File: src/rtl/jk_exc_pkg.sv
// Shared types and constants for the JK excitation driver: FSM states,
// don't-care policy encodings and counter widths.
package jk_exc_pkg;

  typedef enum logic [1:0] {
    IDLE  = 2'd0,
    DRIVE = 2'd1,
    CHECK = 2'd2
  } state_t;

  localparam bit DC_HOLD   = 1'b0;
  localparam bit DC_TOGGLE = 1'b1;

  localparam int ERR_CNT_W = 8;
  localparam int RETRY_W   = 3;

endpackage

File: src/rtl/jk_excite_lut.sv
// Combinational inverse of a JK flop: from current q and wanted t, produce
// the J/K pair that moves q to t, filling don't-cares with DC_POLICY.
module jk_excite_lut
  import jk_exc_pkg::*;
#(
  parameter int WIDTH     = 4,
  parameter bit DC_POLICY = DC_HOLD
) (
  input  logic [WIDTH-1:0] q,
  input  logic [WIDTH-1:0] t,
  output logic [WIDTH-1:0] j,
  output logic [WIDTH-1:0] k
);

  localparam logic [WIDTH-1:0] DC_VEC = {WIDTH{DC_POLICY}};

  // J only matters when q=0, K only matters when q=1.
  assign j = (~q & t)  | (q  & DC_VEC);
  assign k = (q  & ~t) | (~q & DC_VEC);

endmodule

File: src/rtl/jk_excitation_driver.sv
// Accepts a target word, drives one cycle of J/K excitation into a posedge JK
// bank, then checks the bank's feedback and retries or reports done/err.
module jk_excitation_driver
  import jk_exc_pkg::*;
#(
  parameter int WIDTH     = 4,
  parameter bit DC_POLICY = DC_HOLD,
  parameter int MAX_RETRY = 1
) (
  input  logic                 clk,
  input  logic                 rst,
  input  logic                 tgt_valid,
  output logic                 tgt_ready,
  input  logic [WIDTH-1:0]     tgt_data,
  output logic [WIDTH-1:0]     j,
  output logic [WIDTH-1:0]     k,
  input  logic [WIDTH-1:0]     q_fb,
  output logic                 busy,
  output logic                 done,
  output logic                 err,
  output logic [ERR_CNT_W-1:0] err_cnt
);

  localparam logic [RETRY_W-1:0] RETRY_LIM = RETRY_W'(MAX_RETRY);

  state_t               state;
  logic [WIDTH-1:0]     tgt_q;
  logic [RETRY_W-1:0]   retry;
  logic [WIDTH-1:0]     lut_t;
  logic [WIDTH-1:0]     lut_j;
  logic [WIDTH-1:0]     lut_k;

  function automatic logic [ERR_CNT_W-1:0] sat_inc(input logic [ERR_CNT_W-1:0] v);
    return (v == {ERR_CNT_W{1'b1}}) ? v : v + ERR_CNT_W'(1);
  endfunction

  // In IDLE the excitation is computed from the incoming word; on retries
  // it comes from the latched target.
  assign lut_t = (state == IDLE) ? tgt_data : tgt_q;

  jk_excite_lut #(
    .WIDTH    (WIDTH),
    .DC_POLICY(DC_POLICY)
  ) u_lut (
    .q(q_fb),
    .t(lut_t),
    .j(lut_j),
    .k(lut_k)
  );

  assign tgt_ready = (state == IDLE) && !rst;

  always_ff @(posedge clk) begin
    if (rst) begin
      state   <= IDLE;
      tgt_q   <= '0;
      retry   <= '0;
      j       <= '0;
      k       <= '0;
      busy    <= 1'b0;
      done    <= 1'b0;
      err     <= 1'b0;
      err_cnt <= '0;
    end else begin
      done <= 1'b0;
      err  <= 1'b0;
      unique case (state)
        IDLE: begin
          if (tgt_valid) begin
            tgt_q <= tgt_data;
            j     <= lut_j;
            k     <= lut_k;
            retry <= '0;
            busy  <= 1'b1;
            state <= DRIVE;
          end
        end
        DRIVE: begin
          j     <= '0;
          k     <= '0;
          state <= CHECK;
        end
        CHECK: begin
          if (q_fb == tgt_q) begin
            done  <= 1'b1;
            busy  <= 1'b0;
            state <= IDLE;
          end else if (retry != RETRY_LIM) begin
            retry <= retry + RETRY_W'(1);
            j     <= lut_j;
            k     <= lut_k;
            state <= DRIVE;
          end else begin
            err     <= 1'b1;
            err_cnt <= sat_inc(err_cnt);
            busy    <= 1'b0;
            state   <= IDLE;
          end
        end
        default: begin
          busy  <= 1'b0;
          state <= IDLE;
        end
      endcase
    end
  end

endmodule

File: config.mk
export PLATFORM = sky130hd
export DESIGN_NAME = jk_excitation_driver
export DESIGN_NICKNAME = d
export VERILOG_FILES = /design/src/rtl/jk_exc_pkg.sv /design/src/rtl/jk_excite_lut.sv /design/src/rtl/jk_excitation_driver.sv
export SDC_FILE = /design/constraint.sdc
export NUM_CORES = 1
export LEC_CHECK = 0
export ABC_AREA = 1
export CORE_UTILIZATION = 45
export CTS_CLUSTER_DIAMETER = 30
export DETAILED_ROUTE_END_ITERATION = 7
export GPL_ROUTABILITY_DRIVEN = 0
export HOLD_SLACK_MARGIN = 0.12
export PLACE_DENSITY = 0.71
export REMOVE_ABC_BUFFERS = 1
export SYNTH_ARGS = -nofsm -noshare
export SYNTH_HDL_FRONTEND = slang
export SYNTH_HIERARCHICAL = 1
export SYNTH_SLANG_ARGS = --single-unit
File: constraint.sdc
create_clock -name clk -period 1.9 [get_ports clk]
set_input_delay 0.19 -clock clk [delete_from_list [all_inputs] [get_ports clk]]
set_output_delay 0.19 -clock clk [all_outputs]
set_load 0.05 [all_outputs]
=== Yosys cells after proc, flatten, opt, wreduce, memory -nomap -nowiden ===
Cells that the tools add are included.
W data, S select, Z words.

* Add/sub/neg operators: 2
* Equal/unequal tests: 9
* Muxes and demuxes: 23
* Bitwise gates (word level): 9
* Reduce and logical (&&, ||, !) cells: 12

{| class="wikitable"
|+ Operators by type and width
! operator !! count
|-
| $mux W4 || 7
|-
| $pmux W4 S3 || 2
|-
| $reduce_and A4 Y1 || 3
|-
| $mux W3 || 3
|-
| $add A8 B1 Y8 const B || 1
|-
| $and A4 B4 Y4 || 2
|-
| $eq A8 B8 Y1 const B || 1
|-
| $not A4 Y4 || 2
|-
| $mux W1 || 7
|-
| $ne A2 B2 Y1 const B || 3
|-
| $pmux W2 S3 || 1
|-
| $pmux W3 S2 || 1
|-
| $not A1 Y1 || 5
|-
| $eq A4 B4 Y1 || 1
|-
| $add A3 B1 Y3 const B || 1
|-
| $ne A3 B1 Y1 const B || 1
|-
| $ne A3 B3 Y1 const B || 1
|-
| $pmux W1 S3 || 1
|-
| $reduce_and A3 Y1 || 1
|-
| $reduce_bool A3 Y1 || 1
|-
| $reduce_or A3 Y1 || 1
|-
| $eq A2 B1 Y1 const B || 1
|-
| $eq A2 B2 Y1 const B || 1
|-
| $logic_not A2 Y1 || 1
|-
| 6 further kinds || 6
|}

* Register bits: 28
* Word-level logic and storage cells: 64

=== Longest topological paths before layout ===
Gate-level depths: netlist of run 1.

* Depth in word-level cells: 7
* Depth in mapped cells: 11
* Gate-level depth less buffers: 11

=== Modules after synthesis ===
Netlist of run 1, hierarchy kept.

{| class="wikitable"
|+ Modules (own cells, without submodules)
! module !! instances !! cells each !! area each (sq um) !! seq. area each (sq um)
|-
| jk_excitation_driver || 1 || 218 || 1,473.9 || 560.5
|-
| jk_excite_lut || 1 || 16 || 60.1 || 0.0
|}

=== Worst setup path before layout of run 1 ===
OpenSTA, ideal clock, no wires.

* Path kind: reg-to-reg
* Start: reg err_cnt[0]
* End: reg err_cnt[6]
* Library setup time: 0.071 ns
* Arrival: 1.760 ns
* Path slack: 0.069 ns
* Cell stages (with the launch flop): 8
* Path buffers: 0
* Cell sequence: dfxtp_1 ha_1 nand2_1 nor2_2 nand4_2 nand3_2 nand2_1 a21oi_1

* Longest elaborated chain between the ends: 3
* Elaborated cells between the ends (all ways): 4
* Those cells by class: add/sub: 1; eq/ne: 1; bitwise: 1; reduce/logical: 1

{| class="wikitable"
|+ Ends and longest elaborated chain
! what !! line !! source
|-
| start, declared || jk_excitation_driver.sv:21 || <nowiki>output logic [ERR_CNT_W-1:0] err_cnt</nowiki>
|-
| start signal, assigned || jk_excitation_driver.sv:95 || <nowiki>err_cnt <= sat_inc(err_cnt);</nowiki>
|-
| branches (longest 3 deep; another with $add A8 B1 Y8) || - ||
|}

Parallel ways; which one is timed is not known.
A chain may end at the register's enable or synchronous reset.

=== Worst setup path in the final report of run 1 ===
* Start: reg err_cnt[6]
* End: out err_cnt[6]

No word-level cell between the ends.

==> flow_metrics.tcl, run 1 <==
set metrics [dict create \
    synth_mux_area_share_pct 0 \
    post_dp_cell_area_sq_um 1867 \
    synth_fa_ha_area_share_pct 2.447 \
    syn-cell-area_sq_um 1534 \
    postRouteAntennaNets 0 \
    start_util_pct 48.65 \
    area_delta_synth_final_pct 24.06 \
    drt-initial-drc-count 26 \
    power.density_nw_per_um2 701.4 \
    die_h_um 60.39 \
    timing.rr.start "err_cnt[0]" \
    combPwrFrac_pct 29.4 \
    io_pins 31 \
    reg2reg_depth 7 \
    timing.rr.end "err_cnt[6]" \
    ff_latch_area_sq_um 560.5 \
    syn-instance-count 234 \
    nNetsFinal 278 \
    viasPerCell 4.713 \
    clkTransAtPathRegs_ns 0.16 \
    finish.utilization_pct 60.36 \
    drtPass1Iterations 4 \
    drc 0 \
    finalCritPeriodShare_pct 94.75 \
    whs_endpoint "busy" \
    path_max_fanout 6 \
    routed_wl_um 2952 \
    cts_buffers 3 \
    cp_top_family "buffers and inverters" \
    ir_drop_mv 0.4103 \
    fillers 328 \
    clockPowerShare_pct 21.7 \
    globalRouteTotalUtil_pct 18.21 \
    cts_sinks 28 \
    clock_skew_ns 0.01562 \
    synth_top_family_by_area "simple AND/OR/NAND/NOR gates" \
    critPathKind "reg -> out" \
    rsz0062_at_grt "no" \
    clockBufferDepth 2 \
    synth_compound_area_share_pct 11.66 \
    rows 20 \
    drv_cap 0 \
    internal-power_uw 883.7 \
    avgRoutedWirePerCell_um 9.616 \
    worstSetupStartpoint "err_cnt[6]" \
    grt_max_degree 17 \
    via_count 1447 \
    multi_input_comb_area_sq_um 775.7 \
    grt_pass1_vias 1226 \
    tns_ns 0 \
    clk_latency_ns 0.33 \
    cts_resized 0 \
    core_area_sq_um 3153 \
    swShare_pct 33.80 \
    holdPathStages 2 \
    antenna_cells 0 \
    path_buf_inv 1 \
    ys_warn_count 6 \
    fin_crit_ns 1.800 \
    outcome "finished clean" \
    cts_tree "done" \
    dieWidth_um 60.39 \
    cts_hold_buf 0 \
    rrSetupSlack_ns 0.24 \
    final_hold_viol_count 0 \
    max_stage_delay_ns 0.84 \
    ys_ff_latch 28 \
    synth_top_cell_by_area "dfxtp_1" \
    slowest_stage "clkdlybuf4s50_1" \
    end_kind "output pin" \
    ys_seq_area_share_pct 36.54 \
    tightest_slew_ns 0.4977 \
    p_leak_uw 0.0008641 \
    synth_ff_type "dfxtp_1" \
    async_flop_share_pct 0 \
    yosys.area_share.simple_pct 34.18 \
    yosysUniqueCellTypes 22 \
    finalSetupViolations 0 \
    crit_path_cell_trace "clkdlybuf4s50_1" \
    synth_most_common_cell "nand2_1" \
    root_buffer "clkbuf_4" \
    startpoint_type "register" \
    dp_hpwl_um 2284 \
    slew_viol_final 0 \
    grt_pass1_wl_um 5071 \
    synth_common_cells "61 x nand2_1, 38 x inv_1, 31 x nor2_1" \
    cts_setup_buffers 0 \
    hold_ws_ns 0.4895 \
    min_from "busy" \
    setup_slack_ns 0.09974 \
    portBuffers 30 \
    avgSynthCellArea_sq_um 6.555 \
    synth_edf_count 0 \
    synth_xor_area_share_pct 2.284 \
    dpl_worst_slack_ns 0.04043 \
    antenna_found_initial 0 \
    switchingPower_uw 451.2 \
    holdCritPathClass "reg -> reg" \
    die_area_sq_um 3646 \
    worstPathArrival_ns 1.61 \
    slew-limit-headroom_pct 66.71 \
    p_seq_share_pct 49.0 \
    max_freq_mhz 555.5 \
    overflow 0 \
    drive_above_1_share_pct 8.745 \
    htree_levels 1 \
    required_ns 1.71 \
    stdcell_area_sq_um 1903 \
    synth_top_area_share_pct 36.54 \
    synth.area.top_cells "dfxtp_1 37%, nand2_1 15%, inv_1 9.3%, a21oi_1 8.2%, nor2_1 7.6%" \
]
## worst max path at each step
stage,to,slack (ns),cells past startpoint
2_1_floorplan,err_cnt[6],0.07,7
3_3_place_gp,err_cnt[7],0.12,9
3_5_place_dp,err_cnt[6],0.04,9
4_1_cts,err_cnt[6],0.08,1
5_1_grt,err_cnt[6],0.02,1
6_report,err_cnt[6],0.1,1
## metal layers
metal	routed length (um)	vias up	GRT usage (%)	part of all wire, %
met4	15	0	4.983	0.51
met3	98	2	2.772	3.3
li1	-	783	-	-
met2	1351	25	30.30	46
met5	0	-	0	0
met1	1487	637	24.57	50
## cell usage in the layout, fill, tap and decap left out, drive strengths merged
master | netlist | final
nand2 | 64 | 64
inv | 42 | 42
nor2 | 34 | 34
clkdlybuf4s50 | 0 | 29
dfxtp | 28 | 28
a21oi | 26 | 26
nand4 | 11 | 11
o21ai | 9 | 9
nand3 | 5 | 5
xor2 | 4 | 4
clkbuf | 2 | 4
ha | 3 | 3
buf | 4 | 2
nand3b | 1 | 1
or2 | 1 | 1
## cell families (layout without fill, tap and decap cells)
group                      Yosys count  count (layout)
DFF                                 28              28
adders and majority gates            3               3
AOI/OAI and AO/OA                   35              35
xor gates and xnor gates             4               4
and+or+nand+nor                    116             116
buffers and inverters               48              77
## metrics by stage
step | total power, uW | std cells
after floorplan | 935.0 | 228
after global placement | 1056 | 303
after detailed placement | 1060 | 303
after CTS | 1350 | 307
after global routing | 1424 | 307
final | 1335 | 307
## power groups by stage
stage          registers (uW)  clock network, uW  logic, uW
2_1_floorplan             745                  0        190
4_1_cts                   654                301        395
3_5_place_dp              667                  0        393
6_report                  653                289        392
5_1_grt                   660                328        436
3_3_place_gp              666                  0        390
## worst register-to-register path: stages, from the launching register on
cell and delay (ns):
dfxtp_1 0.44, ha_1 0.21, nand2_1 0.09, nor2_2 0.14, nand4_2 0.23, nand3_2 0.25, nand2_1 0.07, a21oi_1 0.16
## sequential cells by signal, indices dropped and copies added, names as in the netlist
register	count
k	4
done	1
busy	1
state	2
retry	3
err_cnt	8
j	4
err	1
tgt_q	4
## final cells by class
| class | instances | share of cell area (%) |
|---|---|---|
| multi-input combinational | 158 | 40.76 |
| sequential | 28 | 29.45 |
| timing repair buffer | 31 | 16.70 |
| inverter | 42 | 8.284 |
| tap | 44 | 2.893 |
| clock buffer | 4 | 1.907 |
Note: power is estimated with default switching activity, not from simulation.
==> run 2, diff against run 1 <==
--- a/config.mk
+++ b/config.mk
@@ -7,12 +7,14 @@
 export LEC_CHECK = 0
 export ABC_AREA = 1
 export CORE_UTILIZATION = 45
+export CTS_BUF_LIST = sky130_fd_sc_hd__clkbuf_4
 export CTS_CLUSTER_DIAMETER = 30
 export DETAILED_ROUTE_END_ITERATION = 7
 export GPL_ROUTABILITY_DRIVEN = 0
 export HOLD_SLACK_MARGIN = 0.12
 export PLACE_DENSITY = 0.71
 export REMOVE_ABC_BUFFERS = 1
+export SLEW_MARGIN = 10
 export SYNTH_ARGS = -nofsm -noshare
 export SYNTH_HDL_FRONTEND = slang
 export SYNTH_HIERARCHICAL = 1
==> constraint.sdc (replaced) <==
create_clock -name clk -period 2.2 [get_ports clk]
set_input_delay 0.22 -clock clk [delete_from_list [all_inputs] [get_ports clk]]
set_output_delay 0.22 -clock clk [all_outputs]
set_load 0.05 [all_outputs]
==> run 2 against run 1 <==
Combinational power fell by 13%. Largest cell class unchanged. Clock skew rose by 0.0046 ns. Critical path depth did not move. Flip-flop and latch count did not move. Power fell by 6.8%.
==> flow_metrics.tcl, run 2 (synthesis gave the netlist of run 1 again) <==
set metrics [dict create \
    slowest_stage "clkdlybuf4s50_1" \
    clock_skew_ns 0.02026 \
    tightest_slew_ns 0.4977 \
    io_pins 31 \
    avgRoutedWirePerCell_um 9.948 \
    grt_max_degree 17 \
    rrSetupSlack_ns 0.52 \
    drive_above_1_share_pct 8.745 \
    finish.utilization_pct 60.87 \
    drtPass1Iterations 4 \
    routed_wl_um 3054 \
    required_ns 1.98 \
    max_freq_mhz 543.9 \
    final_common_cell "nand2_1" \
    holdPathStages 2 \
    path_buf_inv 1 \
    cp_top_family "buffers and inverters" \
    largest_register_ffs 8 \
    startpoint_type "register" \
    area_delta_synth_final_pct 25.12 \
    drv_cap 0 \
    clkTransAtPathRegs_ns 0.17 \
    setup_slack_ns 0.3616 \
    globalRouteTotalUtil_pct 18.12 \
    finalPower_uw 1244 \
    timing.rr.end "err_cnt[6]" \
    power.density_nw_per_um2 648.0 \
    p_leak_uw 0.0008710 \
    dpl_worst_slack_ns 0.3050 \
    overflow 0 \
    ir_drop_mv 0.3679 \
    finalSetupViolations 0 \
    cts_hold_buf 0 \
    antenna_found_initial 0 \
    largest-register "err_cnt" \
    cts_sinks 28 \
    fin_crit_ns 1.838 \
    cts_setup_buffers 0 \
    grt_pass1_wl_um 5057 \
    drc 0 \
    path_max_fanout 6 \
    postRouteAntennaNets 0 \
    grt_pass1_vias 1243 \
    via_count 1454 \
    worstPathArrival_ns 1.62 \
    clk_latency_ns 0.33 \
    cts_tree "done" \
    stdcell_area_sq_um 1919 \
    portBuffers 30 \
    cts_buffers 3 \
    viasPerCell 4.736 \
    final_hold_viol_count 0 \
    post_dp_cell_area_sq_um 1867 \
    timing.rr.start "err_cnt[0]" \
    drt-initial-drc-count 32 \
    min_from "busy" \
    tns_ns 0 \
    clockBufferDepth 2 \
    rsz0062_at_grt "no" \
    die_area_sq_um 3646 \
    dp_hpwl_um 2287 \
    antenna_cells 0 \
    rows 20 \
    slew_viol_final 0 \
    nNetsFinal 278 \
    core_area_sq_um 3153 \
    dieWidth_um 60.39 \
    crit_path_cell_trace "clkdlybuf4s50_1" \
    holdCritPathClass "reg -> reg" \
    finalCritPeriodShare_pct 83.56 \
    layout_common_cells "61 x nand2_1, 38 x inv_1, 31 x nor2_1" \
    outcome "finished clean" \
    reg2reg_depth 7 \
    die_h_um 60.39 \
    max_stage_delay_ns 0.84 \
    cts_resized 0 \
    root_buffer "clkbuf_4" \
    htree_levels 1 \
    critPathKind "reg -> out" \
    slew-limit-headroom_pct 66.71 \
    whs_endpoint "busy" \
    end_kind "output pin" \
    start_util_pct 48.65 \
]
==> run 2: layout make-up <==
class	count	area [sq um]
clock inverters	1	30.03
inverters	42	157.7
clock buffers	3	22.52
flip-flops and latches	28	560.5
well taps	44	55.05
fillers	322	1234
repair buffers	31	317.8
multi-input cells	158	775.7
==> run 2: worst register-to-register path, cell delays in order (launching register included) <==
cell and delay [ns]:
dfxtp_1 0.44, ha_1 0.21, nand2_1 0.09, nor2_2 0.14
nand4_2 0.23, nand3_2 0.25, nand2_1 0.07, a21oi_1 0.16
==> run 2: worst max path at each step <==
stage | start | end | slack (ns) | depth (start not counted)
after floorplan | err_cnt[0] | err_cnt[6] | 0.37 | 7
after CTS | err_cnt[6] | err_cnt[6] | 0.35 | 1
after detailed placement | q_fb[2] | err_cnt[6] | 0.30 | 9
after global routing | err_cnt[2] | err_cnt[2] | 0.29 | 1
final | err_cnt[6] | err_cnt[6] | 0.36 | 1
after global placement | q_fb[2] | err_cnt[7] | 0.39 | 9
==> run 2: per-stage QoR <==
stage          std cells  hold WS (ns)
3_3_place_gp         303        0.4689
2_1_floorplan        228        0.2891
5_1_grt              307        0.5262
3_5_place_dp         303        0.4713
6_report             307        0.4906
4_1_cts              307        0.4952
==> run 2: report_power, final <==
| group | switching [uW] | leakage (uW) | internal (uW) | total [uW] |
|---|---|---|---|---|
| clock network | 155 | 0.0000279 | 184 | 339 |
| logic | 221 | 0.000614 | 119 | 340 |
| registers | 21.4 | 0.000229 | 543 | 564 |
| total | 398 | 0.000871 | 846 | 1240 |
==> run 2: per-layer routing <==
metal | vias up | routed length [um] | share of wire [%] | GRT usage, %
met2 | 27 | 1380 | 45 | 30.77
met1 | 644 | 1582 | 52 | 24.44
met3 | 0 | 91 | 3.0 | 2.132
met4 | 0 | 0 | 0 | 4.651
met5 | - | 0 | 0 | 0
li1 | 783 | - | - | -
==> run 3, diff against run 2 <==
==> constraint.sdc (replaced) <==
create_clock -name clk -period 1.7 [get_ports clk]
set_input_delay 0.17 -clock clk [delete_from_list [all_inputs] [get_ports clk]]
set_output_delay 0.17 -clock clk [all_outputs]
set_load 0.05 [all_outputs]
==> run 3 against run 2 <==
Core utilization shrank 0.24 points. Non-clock buffer count up 3. Sequential share of layout area grew 0.11 points. Flip-flop and latch count stayed put. First-iteration DRC count grew 72%. Routed wire length shrank 0.26%. Cell count rose by 0.65%. Via count up 0.14%. Sequential power up 29%. Global-route usage about the same. Cell area fell by 0.39%. Critical path type unchanged.
==> flow_metrics.tcl, run 3 (synthesis gave the netlist of run 1 again) <==
set metrics [dict create \
    rsz0062_at_grt "no" \
    rrSetupSlack_ns 0.21 \
    crit_path_cell_trace "clkdlybuf4s50_1" \
    dpl.cell_count 306 \
    holdCritPathClass "in -> reg" \
    cts_buffers 3 \
    slew_viol_final 0 \
    via_count 1456 \
    largest-register "err_cnt" \
    layout_common_cells "61 x nand2_1, 38 x inv_1, 31 x nor2_1" \
    grt_pass1_vias 1178 \
    clockBufferDepth 2 \
    max_stage_delay_ns 0.79 \
    power.density_nw_per_um2 754.5 \
    viasPerCell 4.712 \
    dieWidth_um 60.39 \
    critPathKind "reg -> out" \
    max_freq_mhz 610.9 \
    post_dp_cell_area_sq_um 1877 \
    globalRouteMet2Util_pct 31.55 \
    finalCritPeriodShare_pct 96.30 \
    globalRouteTotalUtil_pct 18.09 \
    final_hold_viol_count 0 \
    routed_wl_um 3046 \
    worstPathArrival_ns 1.47 \
    grt.busiest_layer "met2" \
    grt_util_met1_pct 23.02 \
    drt-initial-drc-count 55 \
    area_delta_synth_final_pct 24.63 \
    required_ns 1.53 \
    antenna_found_initial 0 \
    cp_top_family "buffers and inverters" \
    dpl_worst_slack_ns 0.01511 \
    tightest_slew_ns 0.5074 \
    drc 0 \
    drive_above_1_share_pct 11.32 \
    startpoint_type "register" \
    ir_drop_mv 0.5377 \
    path_max_fanout 2 \
    cts_hold_buf 0 \
    clock_skew_ns 0.003034 \
    setup_slack_ns 0.06294 \
    drtPass1Iterations 4 \
    slew-limit-headroom_pct 66.31 \
    stdcell_area_sq_um 1912 \
    path_buf_inv 1 \
    slowest_stage "clkdlybuf4s50_1" \
    instances_no_fill 309 \
    cts_tree "done" \
    rows 20 \
    grt_pass1_wl_um 4981 \
    core_area_sq_um 3153 \
    die_h_um 60.39 \
    postRouteAntennaNets 0 \
    end_kind "output pin" \
    cts_sinks 28 \
    start_util_pct 48.65 \
    die_area_sq_um 3646 \
    p_leak_uw 0.001008 \
    overflow 0 \
    portBuffers 30 \
    avgRoutedWirePerCell_um 9.858 \
    antenna_cells 0 \
    nNetsFinal 281 \
    dp_hpwl_um 2300 \
    drv_cap 0 \
    htree_levels 1 \
    finalSetupViolations 0 \
    final_common_cell "nand2_1" \
    clkTransAtPathRegs_ns 0.15 \
    clk_latency_ns 0.32 \
    met3_usage_pct 2.345 \
    outcome "finished clean" \
    grt_max_degree 17 \
    io_pins 31 \
    finish.utilization_pct 60.63 \
    cts_setup_buffers 0 \
    root_buffer "clkbuf_4" \
    largest_register_ffs 8 \
    fin_crit_ns 1.637 \
]
==> run 3: power breakdown <==
| part | internal, uW | total (uW) | switching [uW] |
|---|---|---|---|
| clock | 83.1 | 276 | 193 |
| sequential | 702 | 729 | 26.8 |
| combinational | 153 | 438 | 285 |
==> run 3: cell type report <==
cell class                      instances  area (sq um)
Fill cell                             333          1241
Sequential cell                        28         560.5
Timing Repair Buffer                   34         340.3
Multi-Input combinational cell        158         775.7
Clock buffer                            3         22.52
Tap cell                               44         55.05
Inverter                               42         157.7
==> run 3: worst paths after layout <==
kind,start,end,depth (start not counted)
max,k[1],k[1],1
min,rst,state[0],2
max reg2reg,retry[0],err_cnt[7],8
min reg2reg,busy,busy,2
==> run 3: per-stage QoR <==
stage          hold slack (ns)  setup TNS (ns)  total power, uW
3_3_place_gp            0.4647               0             1184
2_1_floorplan           0.2391         -0.9646             1045
5_1_grt                 0.4757               0             1530
4_1_cts                 0.4667               0             1460
3_5_place_dp            0.4687               0             1188
6_report                0.4813               0             1443
==> run 3: what timing repair did <==
| item | CTS | global route |
|---|---|---|
| setup endpoints to repair | 4 | 7 |
| pin swaps | 0 | 0 |
| endpoints found under the hold margin | 0 | 0 |
| gates resized for setup | 4 | 7 |
==> run 3: layer usage <==
layer / part of all wire (%) / wire length [um]
met2: 48 / 1451
met5: 0 / 0
met3: 3.4 / 104
met1: 49 / 1481
met4: 0.33 / 10
